### config.mk
export PLATFORM = sky130hd
export DESIGN_NAME = commit_sched
export DESIGN_NICKNAME = d
export VERILOG_FILES = /design/src/rtl/commit_sched_pkg.sv /design/src/rtl/commit_sched.sv
export SDC_FILE = /design/constraint.sdc
export NUM_CORES = 1
export LEC_CHECK = 0
export ABC_AREA = 1
export CAP_MARGIN = 20
export CORE_MARGIN = 2
export CORE_UTILIZATION = 43
export DETAILED_ROUTE_END_ITERATION = 8
export PLACE_DENSITY = 0.79
export SLEW_MARGIN = 20
export SYNTH_ARGS = -nofsm -noshare
export SYNTH_HDL_FRONTEND = slang
export SYNTH_SLANG_ARGS = --single-unit
### constraint.sdc
create_clock -name clk -period 2.3 [get_ports clk]
set_clock_uncertainty 0.1 [all_clocks]
set_input_delay 0.46 -clock clk [delete_from_list [all_inputs] [get_ports clk]]
set_output_delay 0.46 -clock clk [all_outputs]
set_load 0.02 [all_outputs]
### src/rtl/commit_sched_pkg.sv
// rtl/commit_sched_pkg.sv - shared constants, head type encodings and FSM states for commit_sched
package commit_sched_pkg;

    // ROB tag width; the regfile uses TAG_NONE (one past the last tag) as "no producer"
    localparam int TAG_W    = 4;
    localparam int TAG_NONE = 16;

    // ROB head instruction classes; the reserved code retires like a plain register write
    localparam logic [1:0] HT_REG    = 2'd0;
    localparam logic [1:0] HT_STORE  = 2'd1;
    localparam logic [1:0] HT_BRANCH = 2'd2;
    localparam logic [1:0] HT_RSVD   = 2'd3;

    typedef enum logic [1:0] {
        ST_IDLE    = 2'd0,
        ST_WAIT_ST = 2'd1,
        ST_FLUSH   = 2'd2
    } sched_state_t;

endpackage

### src/rtl/commit_sched.sv
// rtl/commit_sched.sv - in-order retirement scheduler between ROB head and regfile
module commit_sched
    import commit_sched_pkg::*;
#(
    parameter int FLUSH_CYC = 2
) (
    input  logic               clk,
    input  logic               rst,
    input  logic               rdy,
    input  logic               head_valid,
    input  logic               head_ready,
    input  logic [TAG_W-1:0]   head_tag,
    input  logic [1:0]         head_type,
    input  logic [4:0]         head_rd,
    input  logic [31:0]        head_val,
    input  logic               head_mispred,
    input  logic [31:0]        head_tgt,
    output logic               rob_pop,
    output logic               rob_commit,
    output logic [TAG_W-1:0]   rob_commit_en,
    output logic [31:0]        rob_commit_val,
    output logic [4:0]         rob_commit_addr,
    output logic               st_req,
    output logic [TAG_W-1:0]   st_tag,
    input  logic               st_ack,
    output logic               clear,
    output logic [31:0]        redirect_pc,
    output logic [31:0]        retired
);

    // Counter holds the remaining FLUSH cycles minus one, so it needs FLUSH_CYC-1 at most
    localparam int CNT_W = (FLUSH_CYC > 1) ? $clog2(FLUSH_CYC) : 1;
    localparam logic [CNT_W-1:0] CNT_INIT = CNT_W'(FLUSH_CYC - 1);

    sched_state_t     state;
    logic [CNT_W-1:0] flush_cnt;

    logic retire_ok;
    logic is_store;
    logic is_mispred;
    logic st_done;
    logic writes_reg;

    // Retire decision for the current head; stores only dequeue once the LSB acknowledges
    always_comb begin
        retire_ok  = !rst && rdy && (state == ST_IDLE) && head_valid && head_ready;
        is_store   = (head_type == HT_STORE);
        is_mispred = (head_type == HT_BRANCH) && head_mispred;
        writes_reg = retire_ok && !is_store;
        st_done    = !rst && rdy && (state == ST_WAIT_ST) && st_ack;
        rob_pop    = writes_reg || st_done;
    end

    // Retirement FSM plus registered regfile/LSB/flush strobes; rdy=0 freezes everything
    always_ff @(posedge clk) begin
        if (rst) begin
            state           <= ST_IDLE;
            flush_cnt       <= '0;
            rob_commit      <= 1'b0;
            rob_commit_en   <= '0;
            rob_commit_val  <= '0;
            rob_commit_addr <= '0;
            st_req          <= 1'b0;
            st_tag          <= '0;
            clear           <= 1'b0;
            redirect_pc     <= '0;
            retired         <= '0;
        end else if (rdy) begin
            rob_commit <= writes_reg;
            clear      <= retire_ok && is_mispred;

            if (writes_reg) begin
                rob_commit_en   <= head_tag;
                rob_commit_addr <= head_rd;
                rob_commit_val  <= head_val;
            end

            if (retire_ok && is_mispred) begin
                redirect_pc <= head_tgt;
            end

            if (rob_pop) begin
                retired <= retired + 32'd1;
            end

            case (state)
                ST_IDLE: begin
                    if (retire_ok) begin
                        if (is_store) begin
                            state  <= ST_WAIT_ST;
                            st_req <= 1'b1;
                            st_tag <= head_tag;
                        end else if (is_mispred) begin
                            state     <= ST_FLUSH;
                            flush_cnt <= CNT_INIT;
                        end
                    end
                end
                ST_WAIT_ST: begin
                    if (st_ack) begin
                        st_req <= 1'b0;
                        state  <= ST_IDLE;
                    end
                end
                ST_FLUSH: begin
                    if (flush_cnt == '0) begin
                        state <= ST_IDLE;
                    end else begin
                        flush_cnt <= flush_cnt - 1'b1;
                    end
                end
                default: begin
                    state <= ST_IDLE;
                end
            endcase
        end
    end

endmodule
==> flow_summary.yaml <==
run_status:
  status: "finished, final reports clean"
global_routing:
  grt.busiest_layer: "met2"
  grt_util_met2_pct: 39.5
  grt.met3_usage_pct: 7.88
  grt-ovfl-total: 0
  grt_pass1_wl_mm: 21.7
  antenna_found_initial: 0
  grt_max_degree: 85
  globalRouteTotalUtil_pct: 22.9
  grt_pass1_vias: 4733
  met1_usage_pct: 25.2
route:
  avgRoutedWirePerCell_um: 13.4
  vias: 4980
  drc: 0
  routed_wl_mm: 13.7
  drt_iter0_drc: 295
  postRouteAntennaNets: 0
  via_per_inst: 4.88
  dr.pass1.iters: 4
logic_synthesis:
  syn_area_per_cell_um2: 7.22
  yosys-top-cells-count: "nand2_1 (145), dfxtp_1 (115), a21oi_1 (96), inv_1 (91), nor2_1 (59)"
  synth.largest_area_cell: "dfxtp_1"
  ys_seq_area_share_pct: 47.4
  async_flop_share_pct: 0
  ys.flop_type: "dfxtp_1"
  synth_cell_types: 36
  synth_warnings: 0
  synth_top_cell_area_share_pct: 47.4
  synth-edff-count: 0
  ys_ff_latch: 115
  syn_area_um2: 4860
  synth_nets: 756
  synth_most_common_cell: "nand2_1"
  netlist_instances: 673
  synth.area.top_cells: "dfxtp_1 (47%), nand2_1 (11%), a21oi_1 (9.9%)"
placed_design:
  portBuffers: 194
  post_dp_cell_area_um2: 6920
  gp_congestion: 0.870
  place_ws_ns: -0.277
  dp_hpwl_mm: 9.91
sta:
  fmax_ghz: 0.467
  finalWorstSetupSlack_ns: 0.161
  post-route-period-util_pct: 93.0
  worst_pin_slew_ns: 0.500
  fin_crit_ns: 2.14
  hold_viol_final: 0
  setup_viol: 0
  max_slew_margin_pct: 66.6
  fin_tns_setup_ns: 0
  rsz0062_at_grt: "false"
  slew_violations: 0
final_layout:
  antenna_cells: 0
  final_nets: 950
  syn_to_final_growth_pct: 55.1
  fin_area_um2: 7540
  drive_above_1_share_pct: 7.61
clock_network:
  cts_max_path_buffers: 2
  postCtsHoldBufs: 0
  clock-sinks: 115
  htree_levels: 4
  cts_tree: "done"
  clk_latency_ns: 0.41
  cts_root_buffer: "clkbuf_16"
  path_clk_slew_ns: 0.05
  cts_buffers: 17
critical_path:
  regToRegSetupSlack_ns: 0.31
  startpoint_type: "input port"
  r2r_start: "retired[0]"
  crit_arrival_ns: 1.58
  timing_worst_setup_path_type: "in2out"
  cp_max_fo: 3
  crit_path_end_kind: "output port"
  rr_worst_depth: 8
  required_ns: 1.74
  r2r_end: "retired[24]"
worst_hold_path:
  hp-class: "reg2reg"
  hold_end: "rob_commit_val[13]"
  hp-start: "rob_commit_val[13]"
  whs_path_depth: 2
power:
  max-vdd-ir-drop_mv: 0.420
  p_per_area_nw_per_um2: 681
  leakage_uw: 0.00273
die:
  dieArea_um2: 12200
  die_y_um: 110
  dieWidth_um: 110
  rows: 38
  core-area_um2: 10900
  ioPinCount: 195
  initial_core_util_pct: 44.4
job:
  cap_violations: 0
-- per-stage QoR --
step	std cells	power (uW)	hold slack (ns)	utilization, %
floorplan	673	2220	0.328	-
finish	1020	5140	0.340	68.9
global route	1020	5300	0.359	68.9
CTS	1020	5190	0.346	69.0
detailed placement	988	2440	0.338	63.3
global placement	988	2430	0.331	63.3
-- flip-flops by register name, indices dropped and copies added, names as in the netlist --
signal / cells
st_req: 1
clear: 1
retired: 32
rob_commit_val: 32
flush_cnt: 1
rob_commit: 1
redirect_pc: 32
rob_commit_en: 4
state: 2
rob_commit_addr: 5
st_tag: 4
-- final cells by class --
cell class	instances	area [um2]
clock buffers	22	464
clock inverters	10	155
fillers	910	3400
inverters	95	359
multi-input cells	432	2040
flip-flops and latches	115	2300
well taps	140	175
repair buffers	206	2040
-- layout by cell type, fill, tap and decap left out, types with 2 or more instances in the layout --
cell type / count
nand3_2: 4
xor2_1: 2
nor3_1: 12
o21bai_1: 2
bufinv_16: 4
nand3_1: 23
nor2_2: 5
clkbuf_8: 2
nor2_1: 59
nand4_1: 7
a21oi_1: 96
o21ai_1: 2
clkdlybuf4s50_1: 193
o21ai_0: 56
inv_1: 91
dfxtp_1: 115
inv_2: 3
clkinvlp_4: 2
clkbuf_1: 3
nand2_1: 145
clkbuf_16: 17
clkinv_2: 4
buf_4: 10
nand2_2: 5
-- critical path: stages --
cell             delay, ns
clkdlybuf4s50_1       0.58
nand2_4               0.09
nor2_8                0.10
nand3_4               0.08
nand2_2               0.10
clkbuf_2              0.17
-- kinds of logic after synthesis --
group | synth area share (%)
and+or+nand+nor | 24.5
AOI/OAI and AO/OA | 16.7
buffers and inverters | 10.6
DFF | 47.4
xor gates and xnor gates | 0.541
adders and majority gates | 0.257
-- where the power goes --
group	leakage (uW)	switching (uW)	internal (uW)	total [uW]
logic	0.00150	161	203	363
clock network	0.000300	875	1860	2730
registers	0.000929	16.3	2020	2040
total	0.00273	1050	4090	5140
-- worst max-delay path by stage --
stage / from / to / depth (start not counted)
after floorplan: retired[0] / retired[24] / 8
after global placement: head_ready / rob_pop / 6
after detailed placement: head_ready / rob_pop / 6
after CTS: head_ready / rob_pop / 6
after global routing: retired[0] / retired[24] / 8
final: rdy / rob_pop / 6
-- per-layer routing --
metal  wire length [um]  share of wire (%)
met5                  0                  0
met4                417                3.1
met3               1110                8.1
met1               5560                 41
met2               6570                 48
-- what timing repair did --
action,CTS,global route
endpoints found under the setup margin,1,2
hold endpoints to repair,0,0
gates cloned,0,0
resized for setup,2,2
pin swaps,0,0
buffers inserted,0,0
(Power assumes the default switching activity.)
